$ cat src/rtl/tmr_pkg.sv
// Shared encodings for the dynamic-TMR datapath: mode values, enable patterns
// and the error-rate field used between the vote monitor and the control unit.
package tmr_pkg;

    localparam logic [1:0] MODE_SIMPLEX = 2'd0;
    localparam logic [1:0] MODE_WARMUP  = 2'd1;
    localparam logic [1:0] MODE_TMR     = 2'd2;

    localparam int         ERR_W   = 4;
    localparam logic [3:0] ERR_MAX = 4'd15;

    localparam logic [2:0] EN_TMR     = 3'b111;
    localparam logic [2:0] EN_SIMPLEX = 3'b001;

    typedef enum logic [1:0] {
        ST_SIMPLEX = MODE_SIMPLEX,
        ST_WARMUP  = MODE_WARMUP,
        ST_TMR     = MODE_TMR
    } tmr_state_e;

    function automatic logic is_tmr_request(input logic [2:0] en);
        return en == EN_TMR;
    endfunction

endpackage

$ cat src/rtl/tmr_maj3.sv
// Bitwise 2-of-3 majority voter with per-module disagreement flags.
// Purely combinational so it can sit on any voted path.
module tmr_maj3 #(
    parameter int WIDTH = 8
) (
    input  logic [WIDTH-1:0] d0,
    input  logic [WIDTH-1:0] d1,
    input  logic [WIDTH-1:0] d2,
    output logic [WIDTH-1:0] maj,
    output logic [2:0]       fault_map
);

    assign maj = (d0 & d1) | (d1 & d2) | (d0 & d2);

    // A module is suspect when any of its bits was outvoted.
    assign fault_map = {|(d2 ^ maj), |(d1 ^ maj), |(d0 ^ maj)};

endmodule

$ cat src/rtl/tmr_vote_monitor.sv
// Datapath end of the dynamic-TMR loop: votes or passes through the module
// outputs and reports a windowed, saturating disagreement rate back to control.
module tmr_vote_monitor
    import tmr_pkg::*;
#(
    parameter int WIDTH  = 8,
    parameter int WINDOW = 256,
    parameter int WARMUP = 4
) (
    input  logic             clk,
    input  logic             rst,
    input  logic [2:0]       en,
    input  logic             in_valid,
    input  logic [WIDTH-1:0] d0,
    input  logic [WIDTH-1:0] d1,
    input  logic [WIDTH-1:0] d2,
    output logic             out_valid,
    output logic [WIDTH-1:0] dout,
    output logic             mismatch,
    output logic [2:0]       fault_map,
    output logic [3:0]       err_rate,
    output logic [1:0]       mode
);

    localparam int WIN_W = (WINDOW > 2) ? $clog2(WINDOW) : 1;
    localparam int WU_W  = (WARMUP > 1) ? $clog2(WARMUP) : 1;

    localparam logic [WIN_W-1:0] WIN_LAST = WIN_W'(WINDOW - 1);
    localparam logic [WU_W-1:0]  WU_LOAD  = WU_W'(WARMUP - 1);

    function automatic logic [ERR_W-1:0] sat_inc(input logic [ERR_W-1:0] x);
        return (x == ERR_MAX) ? x : x + 1'b1;
    endfunction

    function automatic logic [ERR_W-1:0] dec_floor(input logic [ERR_W-1:0] x);
        return (x == '0) ? x : x - 1'b1;
    endfunction

    tmr_state_e       state_p1;
    logic [WU_W-1:0]  wu_cnt_p1;
    logic [WIN_W-1:0] win_cnt_p1;
    logic [ERR_W-1:0] ev_cnt_p1;
    logic [ERR_W-1:0] err_rate_p1;
    logic             vld_p1;
    logic [WIDTH-1:0] dout_p1;
    logic             mismatch_p1;
    logic [2:0]       fault_map_p1;

    logic [WIDTH-1:0] maj_p0;
    logic [2:0]       fm_p0;
    logic             in_tmr_p0;
    logic             en_tmr_p0;
    logic             beat_err_p0;
    logic             win_term_p0;
    logic [ERR_W-1:0] ev_next_p0;

    tmr_maj3 #(.WIDTH(WIDTH)) u_maj3 (
        .d0        (d0),
        .d1        (d1),
        .d2        (d2),
        .maj       (maj_p0),
        .fault_map (fm_p0)
    );

    // ---- stage p0: vote, classify the beat, detect window close ----
    assign in_tmr_p0   = (state_p1 == ST_TMR);
    assign en_tmr_p0   = is_tmr_request(en);
    assign beat_err_p0 = in_tmr_p0 && in_valid && (|fm_p0);
    assign win_term_p0 = (win_cnt_p1 == WIN_LAST);
    assign ev_next_p0  = beat_err_p0 ? sat_inc(ev_cnt_p1) : ev_cnt_p1;

    // ---- stage p1: registered outputs, counters and mode sequencing ----
    always_ff @(posedge clk) begin
        if (rst) begin
            state_p1     <= ST_SIMPLEX;
            wu_cnt_p1    <= '0;
            win_cnt_p1   <= '0;
            ev_cnt_p1    <= '0;
            err_rate_p1  <= '0;
            vld_p1       <= 1'b0;
            dout_p1      <= '0;
            mismatch_p1  <= 1'b0;
            fault_map_p1 <= '0;
        end else begin
            vld_p1 <= in_valid;

            if (in_valid) begin
                if (in_tmr_p0) begin
                    dout_p1      <= maj_p0;
                    fault_map_p1 <= fm_p0;
                    mismatch_p1  <= |fm_p0;
                end else begin
                    dout_p1      <= d0;
                    fault_map_p1 <= '0;
                    mismatch_p1  <= 1'b0;
                end
            end

            win_cnt_p1 <= win_term_p0 ? '0 : win_cnt_p1 + 1'b1;

            // Unprotected windows decay the rate so control does not flap.
            if (win_term_p0) begin
                err_rate_p1 <= in_tmr_p0 ? ev_next_p0 : dec_floor(err_rate_p1);
                ev_cnt_p1   <= '0;
            end else if (in_tmr_p0 && !en_tmr_p0) begin
                ev_cnt_p1   <= '0;
            end else begin
                ev_cnt_p1   <= ev_next_p0;
            end

            case (state_p1)
                ST_SIMPLEX: begin
                    if (en_tmr_p0) begin
                        state_p1  <= ST_WARMUP;
                        wu_cnt_p1 <= WU_LOAD;
                    end
                end
                ST_WARMUP: begin
                    if (!en_tmr_p0) begin
                        state_p1 <= ST_SIMPLEX;
                    end else if (wu_cnt_p1 == '0) begin
                        state_p1 <= ST_TMR;
                    end else begin
                        wu_cnt_p1 <= wu_cnt_p1 - 1'b1;
                    end
                end
                ST_TMR: begin
                    if (!en_tmr_p0) begin
                        state_p1 <= ST_SIMPLEX;
                    end
                end
                default: state_p1 <= ST_SIMPLEX;
            endcase
        end
    end

    assign out_valid = vld_p1;
    assign dout      = dout_p1;
    assign mismatch  = mismatch_p1;
    assign fault_map = fault_map_p1;
    assign err_rate  = err_rate_p1;
    assign mode      = state_p1;

endmodule
$ cat config.mk
export PLATFORM = sky130hd
export DESIGN_NAME = tmr_vote_monitor
export DESIGN_NICKNAME = d
export VERILOG_FILES = /design/src/rtl/tmr_pkg.sv /design/src/rtl/tmr_maj3.sv /design/src/rtl/tmr_vote_monitor.sv
export SDC_FILE = /design/constraint.sdc
export NUM_CORES = 1
export LEC_CHECK = 0
export CAP_MARGIN = 20
export CELL_PAD_IN_SITES_DETAIL_PLACEMENT = 0
export CELL_PAD_IN_SITES_GLOBAL_PLACEMENT = 1
export CORE_MARGIN = 2
export CORE_UTILIZATION = 39
export CTS_CLUSTER_DIAMETER = 120
export DETAILED_ROUTE_END_ITERATION = 6
export PLACE_DENSITY = 0.95
export SETUP_SLACK_MARGIN = 0.05
export SYNTH_ARGS = -nofsm -noshare
export SYNTH_HDL_FRONTEND = slang
export SYNTH_HIERARCHICAL = 1
export SYNTH_SLANG_ARGS = --single-unit
$ cat constraint.sdc
create_clock -name clk -period 5.2 [get_ports clk]
set_input_delay 0.78 -clock clk [delete_from_list [all_inputs] [get_ports clk]]
set_output_delay 0.78 -clock clk [all_outputs]
set_load 0.01 [all_outputs]
# Word-level counts from Yosys, hierarchy flattened
# Cells that the tools add are included.
# W data, S select, Z words.
totals:
  regBits: 33
  in_bits: 30
  output_inout_bits: 19
  word_cells: 65
classes:
  n_addsub: 4
  eq_ne: 11
  mux: 16
  bitwise: 8
  n_reduce_logical: 17
ops:
  columns: ["op", "count"]
  rows:
  - ["$and A8 B8 Y8", 3]
  - ["$reduce_or A24 Y1", 1]
  - ["$reduce_or A8 Y1", 3]
  - ["$xor A8 B8 Y8", 3]
  - ["$mux W4", 4]
  - ["$or A8 B8 Y8", 2]
  - ["$mux W2", 7]
  - ["$ne A2 B2 Y1 const B", 5]
  - ["$add A8 B1 Y8 const B", 1]
  - ["$eq A8 B8 Y1 const B", 1]
  - ["$mux W8", 1]
  - ["$pmux W2 S3", 1]
  - ["$add A4 B1 Y4 const B", 1]
  - ["$eq A4 B4 Y1 const B", 1]
  - ["$logic_not A2 Y1", 2]
  - ["$logic_not A4 Y1", 1]
  - ["$pmux W2 S2", 1]
  - ["$reduce_and A4 Y1", 1]
  - ["$sub A4 B1 Y4 const B", 1]
  - ["$eq A3 B3 Y1 const B", 1]
  - ["$logic_and A1 B1 Y1", 3]
  - ["$mux W3", 1]
  - ["$ne A3 B3 Y1 const B", 1]
  - ["$reduce_and A3 Y1", 1]
  - ["9 further kinds", 9]

# Logic depth before layout (Yosys ltp)
# Gate-level depths: netlist of run 1.
logic_depth:
  word_depth: 8
  mapped_depth: 8
  ltp_nobuf: 8

# Hierarchy
# The synthesis of run 1 kept the hierarchy.
by_module_without_submodules:
  columns: ["mod", "n_inst", "cells_per_inst", "area_per_inst_um2", "seq_area_each_um2"]
  rows:
  - ["tmr_vote_monitor", 1, 179, 1560.2, 660.6]
  - ["tmr_maj3", 1, 84, 491.7, 0.0]

# Worst setup path after synthesis of run 1
# OpenSTA, ideal clock, no wires.
synth_path:
  path_type: "in2reg"
  startpoint: "input d0[0]"
  endpoint: "register err_rate_p1[1], in the netlist err_rate[1]"
  setup_ns: 0.062
  arrival_ns: 2.378
  required_ns: 5.138
  path_slack_ns: 2.760
  stages: 7
  path_buffers: 0
  path_cell_list: "and2b_1 a221oi_1 nand4_1 nor3_1 o31ai_1 a2111o_1 nand3_1"
synth_via:
  elab_chain_cells: 8
  elab_cells_between_ends: 11
  classes_between: "2 x mux; 7 x bitwise; 2 x reduce/logical"
synth_lines:
  columns: ["item", "line_no", "text"]
  rows:
  - ["start, declared", "tmr_vote_monitor.sv:14", "input logic [WIDTH-1:0] d0,"]
  - ["$and A8 B8 Y8", "tmr_maj3.sv:13", "assign maj = (d0 & d1) | (d1 & d2) | (d0 & d2);"]
  - ["$or A8 B8 Y8 (2 in a row)", "tmr_maj3.sv:13", null]
  - ["$xor A8 B8 Y8", "tmr_maj3.sv:16", "assign fault_map = {|(d2 ^ maj), |(d1 ^ maj), |(d0 ^ maj)};"]
  - ["$reduce_or A24 Y1 *", "tmr_vote_monitor.sv:68", "assign beat_err_p0 = in_tmr_p0 && in_valid && (|fm_p0);"]
  - ["$logic_and A1 B1 Y1 *", "tmr_vote_monitor.sv:68", null]
  - ["$mux W4 *", "tmr_vote_monitor.sv:70", "assign ev_next_p0 = beat_err_p0 ? sat_inc(ev_cnt_p1) : ev_cnt_p1;"]
  - ["$mux W4 *", "tmr_vote_monitor.sv:103", "err_rate_p1 <= in_tmr_p0 ? ev_next_p0 : dec_floor(err_rate_p1);"]
  - ["end signal, assigned", "tmr_vote_monitor.sv:103", null]
  - ["end, declared", "tmr_vote_monitor.sv:43", "logic [ERR_W-1:0] err_rate_p1;"]
# Every way passes the cells marked *; elsewhere a longest branch is shown, timed or not.
# A chain may end at the register's enable or synchronous reset.

# Final worst setup path of run 1
layout_path:
  startpoint: "input d2[6]"
  endpoint: "register err_rate_p1[1], in the netlist err_rate[1]"
layout_via:
  elab_chain_cells: 8
  elab_cells_between_ends: 11
  classes_between: "2 x mux; 7 x bitwise; 2 x reduce/logical"
layout_lines:
  columns: ["item", "line_no", "text"]
  rows:
  - ["start, declared", "tmr_vote_monitor.sv:16", "input logic [WIDTH-1:0] d2,"]
  - ["$and A8 B8 Y8", "tmr_maj3.sv:13", null]
  - ["$or A8 B8 Y8 (2 in a row)", "tmr_maj3.sv:13", null]
  - ["$xor A8 B8 Y8", "tmr_maj3.sv:16", null]
  - ["$reduce_or A24 Y1 *", "tmr_vote_monitor.sv:68", null]
  - ["$logic_and A1 B1 Y1 *", "tmr_vote_monitor.sv:68", null]
  - ["$mux W4 *", "tmr_vote_monitor.sv:70", null]
  - ["$mux W4 *", "tmr_vote_monitor.sv:103", null]
# Marked as above.

==> results of run 1 <==
## synthesized netlist by cell type, types with 3 or more instances
| master | n | area share [%] |
|---|---|---|
| buf_2 | 4 | 0.98 |
| inv_2 | 4 | 0.73 |
| nor2b_1 | 6 | 1.8 |
| ha_1 | 5 | 3.0 |
| dfxtp_1 | 33 | 32 |
| a31oi_1 | 4 | 1.2 |
| nor2_1 | 21 | 3.8 |
| a21oi_1 | 12 | 2.9 |
| a311oi_1 | 9 | 3.8 |
| a21o_1 | 9 | 3.3 |
| o21ai_0 | 14 | 3.4 |
| inv_1 | 14 | 2.6 |
| nor3b_1 | 8 | 2.9 |
| a221oi_1 | 10 | 4.3 |
| o21a_1 | 5 | 1.8 |
| clkbuf_1 | 3 | 0.55 |
| nor3_1 | 5 | 1.2 |
| nand2_1 | 30 | 5.5 |
| nand4_1 | 7 | 2.1 |
| nand3_1 | 13 | 3.2 |
| nand2b_1 | 6 | 1.8 |
| xor2_1 | 5 | 2.1 |
## sequential cells by signal (all words and copies together) (netlist names)
signal      flops
dout            8
fault_map       3
ev_cnt_p1       4
mismatch        1
out_valid       1
err_rate        4
wu_cnt_p1       2
mode            2
win_cnt_p1      8
## path summary, 6_finish.rpt
check / to / start / cells past startpoint / slack (ns)
min: fault_map[1]$_SDFFE_PP0P_ / fault_map[1]$_SDFFE_PP0P_ / 2 / 0.47
max: err_rate[1]$_SDFFE_PP0P_ / d2[6] / 9 / 2.12
min reg2reg: fault_map[1]$_SDFFE_PP0P_ / fault_map[1]$_SDFFE_PP0P_ / 2 / 0.47
max reg2reg: ev_cnt_p1[3]$_SDFF_PP0_ / mode[1]$_SDFFE_PP0P_ / 4 / 3.28
## final cells by class
| type | instances | share of cell area, % |
|---|---|---|
| Clock buffer | 7 | 3.21 |
| Clock inverter | 1 | 1.12 |
| Inverter | 18 | 2.51 |
| Multi-Input combinational cell | 202 | 47.5 |
| Sequential cell | 33 | 24.6 |
| Tap cell | 70 | 3.26 |
| Timing Repair Buffer | 48 | 17.9 |
## cell usage in the layout (no fill, tap or decap), types with 4 or more instances in the layout
cell type,n
xor2_1,5
a311oi_1,9
inv_2,4
a21o_1,9
nor2b_1,6
clkbuf_8,6
dfxtp_1,33
a21oi_1,12
clkdlybuf4s50_1,48
o21a_1,5
a221oi_1,10
inv_1,14
nand4_1,7
nand2b_1,6
a31oi_1,4
nand3_1,13
ha_1,5
nor3b_1,8
nand2_1,30
nor2_1,21
o21ai_0,14
nor3_1,5
## metrics by stage
stage / instance area (µm²) / cells / util [%] / hold WS (ns) / power (µW)
floorplan: 2050 / 263 / - / 0.441 / 322
global placement: 2570 / 371 / 50.4 / 0.457 / 372
detailed placement: 2570 / 371 / 50.4 / 0.463 / 373
CTS: 2690 / 379 / 52.7 / 0.476 / 625
global route: 2690 / 379 / 52.7 / 0.488 / 648
finish: 2690 / 379 / 52.7 / 0.469 / 619
## per-layer routing
| layer | global-route usage (%) | wire [µm] |
|---|---|---|
| met5 | 0 | 0 |
| met4 | 6.00 | 70 |
| met3 | 3.67 | 266 |
| met2 | 29.7 | 2310 |
| met1 | 23.8 | 2490 |
## cells by family (layout without fill, tap and decap cells)
logic type,after synthesis,in the layout,synth area share (%)
and+or+nand+nor,114,114,30.1
AOI/OAI and AO/OA,77,77,26.5
DFF,33,33,32.2
buffers and inverters,28,74,5.55
xor gates and xnor gates,6,6,2.56
adders and majority gates,5,5,3.05
## power by group
group	total [µW]	internal (µW)	switching, µW
clock network	251	156	94.7
logic	102	52.4	49.2
registers	267	261	6.05
## worst max-delay path, delay by kind of cell
family / cells / cell delay [ns]
buffers and inverters: 2 / 0.62
AO/OA/AOI/OAI: 4 / 1.12
AND/OR/NAND/NOR: 3 / 0.80
==> flow_summary_export.csv, run 1 <==
group,metric,value,unit
hold_path,hold_class,"reg2reg",
route,antenna_left,0,
global_route,antenna_found_initial,0,
power_and_ir_drop,ir_drop,0.185,mV
yosys,ys_async_sr_fraction,0,%
yosys,synthCells,263,
timing,final.setup.worst_slack,2.12,ns
worst_setup_path,endpoint_kind,"flip-flop",
timing,period_minus_slack,3.08,ns
timing,period_share,59.1,%
place,place.gp.congestion,0.845,
route,drt_drc_violations_left,0,
clock_network,cts_resized,0,
layout,antenna_cells,0,
timing,maxSlewHeadroom,32.3,%
global_route,grt_pass1_vias,1885,
global_route,track_usage,18.1,%
global_route,grt_pass1_wl,8750,µm
clock_network,cts_buffer_depth,2,
place,dp_hpwl,3770,µm
yosys,synth_flop_cell,"dfxtp_1",
timing,fmax,325,MHz
worst_setup_path,cp_max_fo,6,
route,post_drt_wl_per_cell,13.6,µm
worst_setup_path,cpPeakStageDelay,0.55,ns
worst_setup_path,required,5.44,ns
route,drtPass1Iterations,5,
yosys,synth-edff-count,0,
status,status,"finished clean",
floorplan,rows,26,
floorplan,die_area,5860,µm²
yosys,syn_area,2050,µm²
worst_setup_path,cp_slowest_cell,"clkdlybuf4s50_1",
route,drt_iter0_drc,222,
global_route,overflow,0,
clock_network,post_cts_buffers,0,
run,cap_viol_max_count,0,
clock_network,clk_pin_slew,0.07,ns
yosys,yosysWarnings,6,
clock_network,cts_sinks,33,
layout,area_delta_synth_final,31.1,%
timing,finalHoldViolCount,0,
global_route,grt_max_degree,29,
floorplan,ios,49,
power_and_ir_drop,power_leakage,0.00103,µW
place,place_ws,1.85,ns
clock_network,cts_tree,"built",
timing,setup_tns,0,ns
clock_network,cts_root_buffer,"clkbuf_8",
timing,finalSetupViolCount,0,
power_and_ir_drop,powerDensity,230,nW/µm²
timing,finalMaxSlewViolations,0,
floorplan,coreArea,5110,µm²
worst_setup_path,path_cells,"clkdlybuf4s50_1 -> inv_2 -> a21o_1 -> a221oi_1 -> nand4_1 -> nor3_1 -> o31ai_1 -> a2111o_1 -> nand3_1",
layout,drive_gt1_share,5.83,%
worst_setup_path,cp-start-kind,"input port",
floorplan,initial_core_util,40.2,%
yosys,synth-seq-cells,33,
yosys,synth_cell_type_count,47,
clock_network,cts_htree_levels,2,
timing,tightest_slew,1.01,ns
worst_setup_path,critPathArrivalTime,3.31,ns
floorplan,die_y,76.5,µm
timing,rsz0062_at_grt,"no",
place,io_buffer_count,48,
layout,regArea,661,µm²
yosys,yosysSeqAreaShare,32.2,%
yosys,synth_area_per_cell,7.80,µm²
clock_network,cts_buffers,5,
route,vias,2067,
route,finalWirelength,5140,µm
worst_setup_path,critical_path_class,"in2reg",
floorplan,die_x,76.5,µm
route,via_per_inst,5.45,
layout,fin_nets,343,
timing,clock_skew,0.00504,ns
clock_network,clock_latency,0.29,ns
yosys,syn_nets,298,
layout,multi_input_area,1280,µm²
layout,fillers,496,
clock_network,holdBufCountCts,0,
Power figures use the tool's default switching activity.
==> run 2, diff against run 1 <==
--- a/config.mk
+++ b/config.mk
@@ -9,10 +9,10 @@
 export CELL_PAD_IN_SITES_DETAIL_PLACEMENT = 0
 export CELL_PAD_IN_SITES_GLOBAL_PLACEMENT = 1
 export CORE_MARGIN = 2
-export CORE_UTILIZATION = 39
+export CORE_UTILIZATION = 32
 export CTS_CLUSTER_DIAMETER = 120
 export DETAILED_ROUTE_END_ITERATION = 6
-export PLACE_DENSITY = 0.95
+export PLACE_DENSITY = 0.84
 export SETUP_SLACK_MARGIN = 0.05
 export SYNTH_ARGS = -nofsm -noshare
 export SYNTH_HDL_FRONTEND = slang
==> constraint.sdc (replaced) <==
create_clock -name clk -period 2.6 [get_ports clk]
set_input_delay 0.39 -clock clk [delete_from_list [all_inputs] [get_ports clk]]
set_output_delay 0.39 -clock clk [all_outputs]
set_load 0.01 [all_outputs]
==> flow_summary_export.csv, run 2 (same netlist as run 1, synthesis figures left out) <==
group,metric,value,unit
route,drt_drc_violations_left,0,
worst_setup_path,timing.critical_path.buf_inv,3,
layout,antenna_cells,0,
global_route,grt_max_degree,27,
global_route,antenna_found_initial,0,
clock_network,cts_root_buffer,"clkbuf_8",
layout,fin_area,2970,µm²
global_route,gr-max-usage-layer,"met2",
layout,fin_nets,373,
timing,finalMaxSlewViolations,0,
route,via_per_inst,5.20,
place,dp.cells,407,
floorplan,die_y,84.1,µm
timing,fmax,402,MHz
hold_path,hp-start,"fault_map[0]$_SDFFE_PP0P_",
floorplan,die_x,84.1,µm
layout,final_common_cell,"clkdlybuf4s50_1",
power_and_ir_drop,p_clk_share,32.8,%
worst_setup_path,critPathArrivalTime,2.71,ns
clock_network,cts_htree_levels,2,
route,finalWirelength,5470,µm
power_and_ir_drop,internal_power,866,µW
layout,final_cells,415,
route,post_drt_wl_per_cell,13.2,µm
worst_setup_path,cp_slowest_cell,"clkdlybuf4s50_1",
floorplan,ios,49,
worst_setup_path,path_delay_family,"buffers and inverters",
layout,area_delta_synth_final,44.9,%
timing,finalHoldViolCount,0,
place,io_buffer_count,48,
timing,rsz0062_at_grt,"yes",
clock_network,holdBufCountCts,0,
place,place.gp.congestion,0.835,
clock_network,clock_latency,0.28,ns
global_route,met2_usage,23.7,%
worst_setup_path,cp-start-kind,"input port",
worst_setup_path,cp_max_fo,6,
worst_setup_path,endpoint_kind,"flip-flop",
worst_setup_path,timing.rr.start,"mode[1]$_SDFFE_PP0P_",
place,placed_area,2800,µm²
clock_network,cts_sinks,33,
global_route,track_usage,15.4,%
worst_setup_path,critPathLaunch,"d0[6]",
power_and_ir_drop,power_leakage,0.00124,µW
clock_network,cts_buffers,5,
worst_setup_path,critical_path_class,"in2reg",
floorplan,die_area,7070,µm²
timing,finalSetupViolCount,0,
place,dp_hpwl,4120,µm
worst_setup_path,required,2.82,ns
route,drt_iter0_drc,83,
timing,period_share,95.8,%
floorplan,initial_core_util,32.7,%
hold_path,hold_class,"reg2reg",
timing,clock_skew,0.00370,ns
power_and_ir_drop,power.share.switching,25.4,%
timing,tightest_slew,0.719,ns
power_and_ir_drop,ir_drop,0.271,mV
power_and_ir_drop,powerDensity,390,nW/µm²
run,cap_viol_max_count,0,
timing,period_minus_slack,2.49,ns
route,drtPass1Iterations,4,
clock_network,cts_buffer_depth,2,
floorplan,coreArea,6280,µm²
clock_network,clk_pin_slew,0.06,ns
layout,drive_gt1_share,17.2,%
layout,final_cell_mix,"clkdlybuf4s50_1 (41), dfxtp_1 (33), nand2_1 (30), buf_4 (30), nor2_1 (21)",
clock_network,cts_tree,"built",
global_route,use_met1,21.7,%
floorplan,rows,29,
route,antenna_left,0,
route,vias,2157,
timing,maxSlewHeadroom,52.0,%
power_and_ir_drop,p_sw,295,µW
power_and_ir_drop,p_comb_share,21.3,%
status,status,"finished clean",
worst_setup_path,cpPeakStageDelay,0.57,ns
worst_setup_path,path_cells,"clkdlybuf4s50_1 -> inv_1 -> o21ai_0 -> a221oi_2 -> nand4_1 -> nor3_1 -> buf_4 -> or4b_4 -> a2111o_1 -> nand3_1",
global_route,grt_pass1_wl,9100,µm
global_route,grt_pass1_vias,1965,
global_route,grt_use_met3,3.86,%
power_and_ir_drop,seq_power_share,46.0,%
global_route,overflow,0,
==> run 2: cell count changes in the layout (fill, tap and decap cells not counted), sizes merged <==
cell	before	now
dlymetal6s2s	0	7
clkdlybuf4s50	48	41
buf	0	30
bufinv	1	0
==> run 2: worst reg2reg max path, stage by stage (launching register included) <==
cell and delay (ns):
dfxtp_1 0.44, and2b_1 0.63, nand3_1 0.22, or2_2 0.33, and3b_1 0.15
==> run 2: metrics by stage <==
stage	setup slack [ns]	setup TNS, ns	power (µW)	util, %	hold slack (ns)
2_1_floorplan	0.550	0	644	-	0.441
3_3_place_gp	-0.148	-0.732	775	44.6	0.461
3_5_place_dp	-0.183	-0.983	777	44.6	0.462
4_1_cts	0.113	0	1160	46.0	0.471
5_1_grt	0.0294	0	1220	47.4	0.487
6_report	0.110	0	1160	47.4	0.467
==> run 2: final timing paths <==
kind                                to  slack [ns]  cells past startpoint
max           err_rate[1]$_SDFFE_PP0P_        0.11                     10
min          fault_map[0]$_SDFFE_PP0P_        0.47                      2
max reg2reg    ev_cnt_p1[3]$_SDFF_PP0_        0.72                      4
min reg2reg  fault_map[0]$_SDFFE_PP0P_        0.47                      2
==> run 2: metal layers <==
metal  vias up  wire, µm
li1       1118         -
met1       997      2690
met2        38      2520
met3         4       226
met4         0        32
met5         -         0
==> run 2: power groups by stage <==
stage | clock network [µW] | logic (µW) | registers (µW)
global placement | 0 | 230 | 545
global route | 414 | 270 | 536
finish | 380 | 247 | 533
CTS | 397 | 234 | 533
floorplan | 0 | 96.8 | 547
detailed placement | 0 | 233 | 545
==> run 2: layout make-up <==
cell class | instances | area [µm²]
fillers | 625 | 3300
multi-input cells | 202 | 1340
repair buffers | 78 | 723
flip-flops and latches | 33 | 661
well taps | 77 | 96.3
clock buffers | 7 | 86.3
inverters | 18 | 67.6
==> run 2: what timing repair did <==
item / 4_1_cts / 5_1_grt
setup endpoints to repair: 0 / 5
resized for setup: 0 / 23
buffers inserted: 0 / 1
